$ cat src/rtl/des_cbc_ctrl.sv
// des_cbc_ctrl
// Block-chaining front end for a DES core. Message blocks arrive one at a
// time on the s_* stream. Each block is chained (CBC) or passed through
// (ECB), handed to the core over the des_ready/des_valid handshake, and the
// core result is chained back and presented on the m_* stream. Only one
// block is in flight at any time.
//
// Ports
//   clk_in, rst_in      clock, synchronous active-high reset
//   cfg_*               key, IV, mode, verify and CBC enable, sampled on msg_start
//   msg_start           begins a message (honoured in IDLE only)
//   s_data/s_last/s_valid/s_ready      input block stream
//   des_ready/des_data/des_key/des_mode/des_verify/des_valid   core request side
//   des_result/des_result_valid        core result side
//   m_data/m_last/m_valid/m_ready      output block stream
//   busy                high whenever not IDLE
//   err                 sticky core-result timeout flag
//   blk_cnt             blocks delivered downstream in the current message
module des_cbc_ctrl #(
  parameter int CNT_W   = 16,
  parameter int TIMEOUT = 1024
) (
  input  logic             clk_in,
  input  logic             rst_in,
  input  logic [63:0]      cfg_key,
  input  logic [63:0]      cfg_iv,
  input  logic             cfg_mode,
  input  logic             cfg_verify,
  input  logic             cfg_cbc_en,
  input  logic             msg_start,
  input  logic [63:0]      s_data,
  input  logic             s_last,
  input  logic             s_valid,
  output logic             s_ready,
  input  logic             des_ready,
  output logic [63:0]      des_data,
  output logic [63:0]      des_key,
  output logic             des_mode,
  output logic             des_verify,
  output logic             des_valid,
  input  logic [63:0]      des_result,
  input  logic             des_result_valid,
  output logic [63:0]      m_data,
  output logic             m_last,
  output logic             m_valid,
  input  logic             m_ready,
  output logic             busy,
  output logic             err,
  output logic [CNT_W-1:0] blk_cnt
);

  // The timer counts 0 .. TIMEOUT-1; a width of 1 keeps it legal when the
  // timeout is disabled or trivially small.
  localparam int TMR_W = (TIMEOUT > 1) ? $clog2(TIMEOUT) : 1;

  typedef enum logic [2:0] {
    IDLE,
    ACCEPT,
    ISSUE,
    WAIT_RES,
    OUTPUT
  } state_t;

  state_t             state_q, state_d;
  logic [63:0]        key_q, key_d;
  logic               mode_q, mode_d;
  logic               verify_q, verify_d;
  logic               cbc_q, cbc_d;
  logic [63:0]        chain_q, chain_d;
  logic [63:0]        hold_q, hold_d;
  logic [63:0]        des_data_q, des_data_d;
  logic               last_q, last_d;
  logic               des_valid_q, des_valid_d;
  logic [63:0]        m_data_q, m_data_d;
  logic               m_last_q, m_last_d;
  logic               m_valid_q, m_valid_d;
  logic               err_q, err_d;
  logic [CNT_W-1:0]   blk_cnt_q, blk_cnt_d;
  logic [TMR_W-1:0]   timer_q, timer_d;

  // State and datapath registers. Reset clears everything, so a core result
  // that straggles in after a reset finds the block in IDLE and is dropped.
  always_ff @(posedge clk_in) begin
    if (rst_in) begin
      state_q     <= IDLE;
      key_q       <= '0;
      mode_q      <= 1'b0;
      verify_q    <= 1'b0;
      cbc_q       <= 1'b0;
      chain_q     <= '0;
      hold_q      <= '0;
      des_data_q  <= '0;
      last_q      <= 1'b0;
      des_valid_q <= 1'b0;
      m_data_q    <= '0;
      m_last_q    <= 1'b0;
      m_valid_q   <= 1'b0;
      err_q       <= 1'b0;
      blk_cnt_q   <= '0;
      timer_q     <= '0;
    end else begin
      state_q     <= state_d;
      key_q       <= key_d;
      mode_q      <= mode_d;
      verify_q    <= verify_d;
      cbc_q       <= cbc_d;
      chain_q     <= chain_d;
      hold_q      <= hold_d;
      des_data_q  <= des_data_d;
      last_q      <= last_d;
      des_valid_q <= des_valid_d;
      m_data_q    <= m_data_d;
      m_last_q    <= m_last_d;
      m_valid_q   <= m_valid_d;
      err_q       <= err_d;
      blk_cnt_q   <= blk_cnt_d;
      timer_q     <= timer_d;
    end
  end

  // Next-state and datapath logic. Every register holds by default; the
  // core request strobe defaults low so it can only ever be a single pulse.
  always_comb begin
    state_d     = state_q;
    key_d       = key_q;
    mode_d      = mode_q;
    verify_d    = verify_q;
    cbc_d       = cbc_q;
    chain_d     = chain_q;
    hold_d      = hold_q;
    des_data_d  = des_data_q;
    last_d      = last_q;
    des_valid_d = 1'b0;
    m_data_d    = m_data_q;
    m_last_d    = m_last_q;
    m_valid_d   = m_valid_q;
    err_d       = err_q;
    blk_cnt_d   = blk_cnt_q;
    timer_d     = timer_q;

    case (state_q)
      IDLE: begin
        if (msg_start) begin
          key_d     = cfg_key;
          mode_d    = cfg_mode;
          verify_d  = cfg_verify;
          cbc_d     = cfg_cbc_en;
          chain_d   = cfg_iv;
          err_d     = 1'b0;
          blk_cnt_d = '0;
          state_d   = ACCEPT;
        end
      end

      ACCEPT: begin
        if (s_valid) begin
          last_d     = s_last;
          des_data_d = (mode_q && cbc_q) ? (s_data ^ chain_q) : s_data;
          // Decrypt chaining needs this ciphertext as the next block's chain
          // value, and the core result alone cannot give it back.
          if (!mode_q && cbc_q) begin
            hold_d = s_data;
          end
          state_d = ISSUE;
        end
      end

      ISSUE: begin
        if (des_ready) begin
          des_valid_d = 1'b1;
          timer_d     = '0;
          state_d     = WAIT_RES;
        end
      end

      WAIT_RES: begin
        if (des_result_valid) begin
          m_valid_d = 1'b1;
          m_last_d  = last_q;
          if (cbc_q && mode_q) begin
            m_data_d = des_result;
            chain_d  = des_result;
          end else if (cbc_q) begin
            m_data_d = des_result ^ chain_q;
            chain_d  = hold_q;
          end else begin
            m_data_d = des_result;
          end
          state_d = OUTPUT;
        end else if ((TIMEOUT != 0) && (timer_q == TMR_W'(TIMEOUT - 1))) begin
          // This is the TIMEOUT-th edge spent waiting: abandon the message.
          err_d   = 1'b1;
          chain_d = '0;
          state_d = IDLE;
        end else begin
          timer_d = timer_q + 1'b1;
        end
      end

      OUTPUT: begin
        if (m_ready) begin
          m_valid_d = 1'b0;
          blk_cnt_d = blk_cnt_q + 1'b1;
          state_d   = m_last_q ? IDLE : ACCEPT;
        end
      end

      default: state_d = IDLE;
    endcase
  end

  assign s_ready    = (state_q == ACCEPT);
  assign busy       = (state_q != IDLE);
  assign des_data   = des_data_q;
  assign des_key    = key_q;
  assign des_mode   = mode_q;
  assign des_verify = verify_q;
  assign des_valid  = des_valid_q;
  assign m_data     = m_data_q;
  assign m_last     = m_last_q;
  assign m_valid    = m_valid_q;
  assign err        = err_q;
  assign blk_cnt    = blk_cnt_q;

endmodule
$ cat config.mk
export PLATFORM = sky130hd
export DESIGN_NAME = des_cbc_ctrl
export DESIGN_NICKNAME = d
export VERILOG_FILES = /design/src/rtl/des_cbc_ctrl.sv
export SDC_FILE = /design/constraint.sdc
export NUM_CORES = 1
export LEC_CHECK = 0
export ABC_AREA = 1
export BUFFER_PORTS_ARGS = -buffer_cell sky130_fd_sc_hd__buf_4
export CORE_UTILIZATION = 25
export CTS_BUF_LIST = sky130_fd_sc_hd__clkbuf_4
export DETAILED_ROUTE_END_ITERATION = 16
export SETUP_SLACK_MARGIN = 0.3
export SLEW_MARGIN = 0
export SYNTH_ARGS = -nofsm -noshare
export SYNTH_HDL_FRONTEND = slang
export SYNTH_SLANG_ARGS = --single-unit
$ cat constraint.sdc
create_clock -name clk_in -period 1.75 [get_ports clk_in]
set_input_delay 0.0875 -clock clk_in [delete_from_list [all_inputs] [get_ports clk_in]]
set_output_delay 0.0875 -clock clk_in [all_outputs]
set_load 0.02 [all_outputs]
==> summary.txt, run 1 <==
Worst setup path
  – Startpoint types: flop
  – Worst endpoint data arrival time: 2.50 ns
  – Critical path capture point type: flop
  – Worst r2r path cells: 10
  – Reg-to-reg endpoint: chain_q[5]
  – Req. time, crit path: 2.47 ns
  – R2r setup slk: -0.04 ns
  – Peak fanout along the critical path: 8
  – WS Path Type: reg2reg
  – Launch point of the worst reg-to-reg path: timer_q[1]

Outcome
  – Outcome: complete, but fails checks
  – Failing checks: negative setup slack

Min path
  – Hold_sp: des_result[16]
  – Worst Hold Class: in2reg
  – WHS Path Cells: 4
  – End of the worst hold path: m_data[16]

Pwr
  – Max IR drop VDD: 0.8002 mV
  – Pwr Density: between 1000 and 1500 nW/um^2
  – Final total power: 33510 uW
  – Pleak: 0.01290 uW

STA
  – RSZ-0062 raised after global routing: true
  – Fin. Hold Viols: 0
  – Final Slew Violations: 0
  – Skew final: ~0.094 ns
  – Setup violations, final: 2
  – Final Cycle Share: 1.020
  – Slew Limit Headroom: 0.5041
  – Worst slew pin tran: 0.7439 ns
  – Maximum clock rate: between 500 and 600 MHz
  – Final setup margin: -0.03511 ns
  – Tmin final: between 1.5 and 2 ns

CTS
  – Clock latency on the worst-skew pair: 0.87 ns
  – Bufs on Longest Clock Path: 3
  – CTS buffer count: 106
  – CTS root buffer: clkbuf_4
  – Clock transition at path regs: about 0.07 ns
  – CTS tree: done
  – Htree depth: 3
  – CTS sink count: roughly 360

Flow run
  – Max Cap Viol: 0

Finish
  – Util after Layout: 0.4806
  – Most common cell after layout, fill and taps aside: nand2_1
  – Layout cells sized above 1: 0.3236
  – Final nets: approximately 3500
  – Fin area: 29870 sq um
  – Most frequent cells in the layout: 646 x nand2_1, 525 x buf_4, 395 x dlygate4sd3_1
  – Area Overhead vs Synth: 88.57%

Yosys
  – Register area share after synthesis: 0.4511
  – Synthesized area: approximately 16000 sq um
  – Syn_nets: between 2000 and 2500
  – Synth cell types: 34
  – Synth warn: 0
  – Syn avg cell area: 7.146 sq um
  – Synthesized flop and latch total: 357
  – Cells after synthesis: approximately 2200

Drt
  – Initial DRT Pass Iterations: 5
  – Via count: 19740
  – Antenna Nets Post-Route: 0
  – Iteration-0 DRC count of the detailed router: 1192
  – Average routed wire per standard cell: 19.44 microns
  – Routed via count divided by cell count: 4.717
  – Residual DRC count: 0
  – Wirelength, routed: 81340 microns

Global route
  – Vias in the first global route: 19800
  – Initial antenna violation count: 7
  – First-pass GRT wire length: 115300 microns
  – Pin count of the biggest net entering global routing: 86
  – Total grt overflow: 0
  – GRT Overall Usage: 0.2347

Die
  – Die Height: 253.7 microns
  – Placeable Area: 62170 sq um
  – Initial core utilization: 0.2548
  – I/O pins: 483
  – Die Width: approximately 250 microns
  – # rows: 91
  – Die Area: 64380 sq um

Placement
  – DP HPWL: 40850 microns
  – Port buffer count: 482
  – Placed instance area: 20730 sq um
  – Routability Congestion: approximately 0.82
  – Dpl ws: roughly 0.028 ns
==> sequential cells by signal, summed over array words and instances, names as in the netlist <==
| name | cells |
|---|---|
| des_valid | 1 |
| blk_cnt | 16 |
| m_last | 1 |
| des_verify | 1 |
| timer_q | 10 |
| des_data | 64 |
| cbc_q | 1 |
| state_q | 3 |
| hold_q | 64 |
| last_q | 1 |
| des_key | 64 |
| chain_q | 64 |
| m_data | 64 |
| des_mode | 1 |
| m_valid | 1 |
| err | 1 |
==> area by class of cell <==
type	instances	area, sq um
antenna	6	15.01
timing repair buffer	1085	11210
inverter	69	357.8
clock buffer	154	1156
multi-input combinational	1642	8690
tap	837	1047
sequential	357	7218
fill	5734	32290
clock inverter	34	181.4
==> routing by layer <==
metal	routed length, microns	part of all wire	track usage
met5	19	0.00023	0
met4	3477	0.043	0.1090
met3	6118	0.075	0.06094
met2	39890	0.49	0.4061
met1	31830	0.39	0.2691
==> report_power, final <==
part	internal (uW)	switching, uW	leakage, uW	total (uW)
clock network	4180	4050	0.000791	8240
logic	7090	7520	0.00918	14600
registers	9560	1100	0.00293	10700
==> cell usage after synthesis <==
master	n	share of area
nor2_1	243	0.058
dfxtp_1	357	0.45
nor3_1	7	0.0022
clkbuf_1	85	0.020
nand4_2	1	0.00079
o21ai_1	12	0.0038
xnor2_1	1	0.00055
nor3b_1	1	0.00047
inv_1	60	0.014
nor2_2	1	0.00040
o21bai_1	65	0.031
nand4_1	4	0.0016
nand3_1	27	0.0085
buf_2	58	0.018
clkinv_1	1	0.00024
ha_1	2	0.0016
buf_1	4	0.00095
and2_1	2	0.00079
a31oi_1	1	0.00040
o21ai_0	212	0.067
buf_4	2	0.00095
o211ai_1	1	0.00047
nand3_2	1	0.00063
nor2_4	2	0.0014
or2_0	1	0.00040
nand2_2	3	0.0012
buf_6	1	0.00071
xor2_1	129	0.071
or2_2	1	0.00040
inv_2	8	0.0019
nand2_1	678	0.16
o221a_2	1	0.00071
a21oi_1	242	0.076
nand3b_1	3	0.0014
==> critical path: stages (launching register included) <==
cell,delay [ns]
dfxtp_4,0.37
ha_4,0.16
inv_2,0.05
nor2_4,0.12
nand3_2,0.13
nand3_4,0.14
nand2_8,0.16
buf_12,0.18
buf_16,0.15
o21bai_1,0.16
nor2_1,0.07
==> through the flow <==
step                      TNS (ns)  cells  hold slack (ns)
after floorplan                  0   2217           0.2235
after global placement           0   3446           0.3388
after detailed placement         0   3446           0.3477
after CTS                   -1.191   4144       0.00003547
after global routing        -4.171   4181          0.03544
final                     -0.04172   4184          0.09366
==> kinds of logic (layout without fill, tap and decap cells) <==
kind of cell | after synthesis | count (layout) | share of synthesized area
compound gates | 534 | 534 | 0.1796
xor+xnor | 130 | 130 | 0.07187
fa+ha+maj | 2 | 2 | 0.001579
buf+inv | 219 | 1342 | 0.05742
flops | 357 | 357 | 0.4511
other cells | 0 | 6 | 0
simple gates | 975 | 976 | 0.2384
==> how the worst max path moves through the flow <==
stage	from	cells past startpoint	end	slack, ns
6_report	timer_q[1]	10	chain_q[5]	-0.04
5_1_grt	timer_q[1]	10	chain_q[5]	-0.13
4_1_cts	state_q[0]	4	busy	-0.07
3_5_place_dp	state_q[1]	9	hold_q[36]	0.03
3_3_place_gp	state_q[1]	9	hold_q[36]	0.04
2_1_floorplan	timer_q[1]	10	chain_q[49]	0.29
==> what timing repair did <==
| item | CTS | global route |
|---|---|---|
| hold endpoints to repair | 357 | 0 |
| hold buffers | 395 | 0 |
| setup buffers | 70 | 18 |
| gates resized for setup | 313 | 176 |
| setup endpoints to repair | 549 | 557 |
| cloned | 45 | 16 |
| pin swaps | 48 | 69 |
No activity file was read; power rests on OpenSTA's default activity.
==> inputs of run 2 (changes only) <==
- ABC_AREA: 1 -> 0
==> summary.txt, run 2 <==
Placement
  – Routability Congestion: 0.8248 (+0.50%)
  – Dpl ws: -0.2195 ns (-0.2473 ns)
  – Port buffer count: 482 (unchanged)
  – Placed instance area: 21770 sq um (+5.0%)
  – DP HPWL: 44440 microns (+8.8%)

Worst setup path
  – Startpoint types: flop
  – Worst path max stage delay: 0.55 ns (+0.18 ns)
  – R2r setup slk: -0.39 ns (-0.35 ns)
  – Reg-to-reg endpoint: chain_q[46]
  – Peak fanout along the critical path: 9 (+1)
  – Worst r2r path cells: 9 (-1)
  – Worst path most repeated cell: buf_6
  – Worst endpoint data arrival time: 2.84 ns (+0.34 ns)
  – Slowest CP cell: or4b_4
  – Buf/Inv on CP: 5 (+2)
  – Crit-path cells: buf_6 > buf_6 > or4b_4 > buf_12 > buf_4 > buf_16 > nor2_2 > a211oi_1 > o22a_1
  – Req. time, crit path: 2.45 ns (-0.02 ns)
  – Launch point of the worst reg-to-reg path: state_q[2]
  – Critical path's top delay family: buffers and inverters
  – Critical path capture point type: flop
  – WS Path Type: reg2reg

Drt
  – Iteration-0 DRC count of the detailed router: 1727 (+45%)
  – Initial DRT Pass Iterations: 6 (+1)
  – Antenna Nets Post-Route: 0 (unchanged)
  – Residual DRC count: 0 (unchanged)
  – Via count: 20130 (+2.0%)
  – Wirelength, routed: 83940 microns (+3.2%)
  – Average routed wire per standard cell: 20.96 microns (+7.8%)
  – Routed via count divided by cell count: 5.026 (+6.6%)

Finish
  – Fin area: 31610 sq um (+5.8%)
  – Filler cell count: 5476 (-4.5%)
  – Reg area: 7189 sq um (-0.40%)
  – Most common cell after layout, fill and taps aside: buf_4
  – Most frequent cells in the layout: 573 x buf_4, 393 x dlygate4sd3_1, 341 x dfxtp_1
  – Util after Layout: 0.4983 (+0.01777)
  – Layout cells sized above 1: 0.4159 (+0.09235)
  – Multi-input gate area: 10140 sq um (+17%)
  – Area Overhead vs Synth: 95.72%
  – Final nets: 3348 (-5.2%)

Die
  – Die Height: 256.2 microns (+0.96%)
  – Placeable Area: 63430 sq um (+2.0%)
  – Die Width: 256.2 microns (+0.96%)
  – I/O pins: 483 (unchanged)
  – Die Area: 65620 sq um (+1.9%)
  – Initial core utilization: 0.2546 (about the same)
  – # rows: 92 (+1.1%)

Min path
  – Hold_sp: s_data[57]
  – Worst Hold Class: in2reg
  – WHS Path Cells: 4 (unchanged)
  – End of the worst hold path: hold_q[57]

STA
  – RSZ-0062 raised after global routing: true
  – Worst slew pin tran: 0.9407 ns (+0.1968 ns)
  – Slew Limit Headroom: 0.3729 (-0.1312)
  – Maximum clock rate: 467.8 MHz (-16%)
  – Minimum hold slack: 0.1142 ns (+0.02058 ns)
  – Final setup margin: -0.3875 ns (-0.3524 ns)
  – Setup violations, final: 355 (+353)
  – Fin. Hold Viols: 0 (unchanged)
  – Final Slew Violations: 0 (unchanged)
  – Tmin final: 2.137 ns (+0.3524 ns)
  – Final Cycle Share: 1.221 (+0.2014)
  – Skew final: 0.07643 ns (-0.01743 ns)

Pwr
  – Pwr Density: 893.3 nW/um^2 (-20%)
  – Cell internal pwr: 18290 uW (-12%)
  – Final total power: 28230 uW (-16%)
  – Reg power frac: 0.345 (+0.027)
  – Logic pwr share: 0.372 (-0.064)
  – Power share of the clock group: 0.283 (+0.037)
  – Pleak: 0.01306 uW (+1.2%)
  – Switching share of power: 0.3521 (-0.02612)
  – Max IR drop VDD: 0.4827 mV (-40%)
  – Net Switching: 9941 uW (-22%)

Yosys
  – Cells after synthesis: 1996 (-10%)
  – Synth cell types: 54 (+59%)
  – Synth warn: 0 (unchanged)
  – Largest area contributor in the netlist: dfxtp_1
  – Syn_nets: 2265 (-8.9%)
  – Most used DFF post-synth: dfxtp_1
  – Synth top area share: 0.4426 (-0.008563)
  – Synth area leaders: dfxtp_1 44%, nand2_1 9.3%, a211oi_1 8.9%, xor2_1 7.1%, nor2_1 4.9%
  – Cell with the most instances after synthesis: nand2_1
  – FFs w/ async S/R, synth: 0 (unchanged)
  – Post-synth EDFFs: 0 (unchanged)
  – Syn avg cell area: 8.091 sq um (+13%)
  – Synthesized area: 16150 sq um (+1.9%)
  – Register area share after synthesis: 0.4426 (-0.008563)
  – Synthesized flop and latch total: 357 (unchanged)
  – Post-synth top cells: 402 x nand2_1, 357 x dfxtp_1, 211 x nor2_1, 192 x a211oi_1, 150 x a21oi_1

Outcome
  – Failing checks: negative setup slack
  – Outcome: complete, but fails checks

CTS
  – CTS sink count: 357 (unchanged)
  – CTS buffer count: 101 (-4.7%)
  – Bufs on Longest Clock Path: 3 (unchanged)
  – Htree depth: 3 (unchanged)
  – Clock transition at path regs: 0.08 ns (about the same)
  – CTS root buffer: clkbuf_4
  – Clock latency on the worst-skew pair: 0.86 ns (about the same)
  – CTS tree: done

Global route
  – First-pass GRT wire length: 120800 microns (+4.8%)
  – Initial antenna violation count: 5 (-2)
  – Pin count of the biggest net entering global routing: 130 (+51%)
  – GRT Overall Usage: 0.2378 (+0.003071)
  – Vias in the first global route: 20530 (+3.7%)
  – Total grt overflow: 0 (unchanged)

Flow run
  – Max Cap Viol: 0 (unchanged)
## run 2: area by class of cell
cell class / count / share of cell area
tap: 846 / 0.03349
inverter: 6 / 0.0007126
sequential: 357 / 0.2275
clock buffer: 148 / 0.03515
multi-input combinational: 1455 / 0.3208
timing repair buffer: 1158 / 0.3766
antenna: 2 / 0.0001583
clock inverter: 33 / 0.005621
## run 2: through the flow
step	setup TNS, ns	cells
2_1_floorplan	-0.3128	1996
3_3_place_gp	-11.54	3291
3_5_place_dp	-19.13	3291
4_1_cts	-74.12	3970
5_1_grt	-105.58	4005
6_report	-86.13	4005
## run 2: repair_timing
| action | CTS | global route |
|---|---|---|
| hold buffers | 393 | 0 |
| endpoints found under the hold margin | 357 | 0 |
| setup endpoints to repair | 572 | 573 |
| pin swaps | 155 | 117 |
| resized for setup | 375 | 260 |
| buffers inserted | 65 | 22 |
| cloned | 40 | 11 |
## run 2: layer usage
metal	global-route usage	part of all wire	vias up
li1	-	-	9186
met1	0.2815	0.40	9606
met2	0.4013	0.48	1055
met3	0.05288	0.079	280
met4	0.1224	0.047	4
met5	0	0.00027	-
## run 2: cell families (layout without fill, tap and decap cells)
group                      Yosys count  in the layout  synth area share
and+or+nand+nor                    747            748            0.1985
adders and majority gates            2              2          0.001549
muxes                                6              6          0.003874
other                                0              2                 0
DFF                                357            357            0.4426
AOI/OAI and AO/OA                  564            564            0.2338
xor gates and xnor gates           135            135           0.07322
buffers and inverters              185           1345           0.04656
## run 2: power by group through the flow
| stage | Combinational, uW | Clock, uW | Sequential (uW) |
|---|---|---|---|
| 6_report | 10500 | 8000 | 9730 |
| 5_1_grt | 11000 | 8650 | 9820 |
| 4_1_cts | 9440 | 8140 | 9640 |
| 3_5_place_dp | 6280 | 0 | 9820 |
| 3_3_place_gp | 6250 | 0 | 9830 |
| 2_1_floorplan | 2830 | 0 | 10300 |
## run 2: how the worst max path moves through the flow
stage	start	endpoint	cells past startpoint
floorplan	blk_cnt[3]	blk_cnt[15]	5
global placement	state_q[0]	timer_q[7]	5
detailed placement	state_q[0]	timer_q[7]	5
CTS	state_q[0]	busy	4
global route	state_q[2]	hold_q[2]	11
finish	state_q[2]	chain_q[46]	9
## run 2: worst register-to-register path, delay by kind of cell, from the launching register on
family / cells / cell delay (ns)
flip-flops: 1 / 0.36
AND/OR/NAND/NOR: 2 / 0.63
AO/OA/AOI/OAI: 2 / 0.28
buffers and inverters: 5 / 0.71
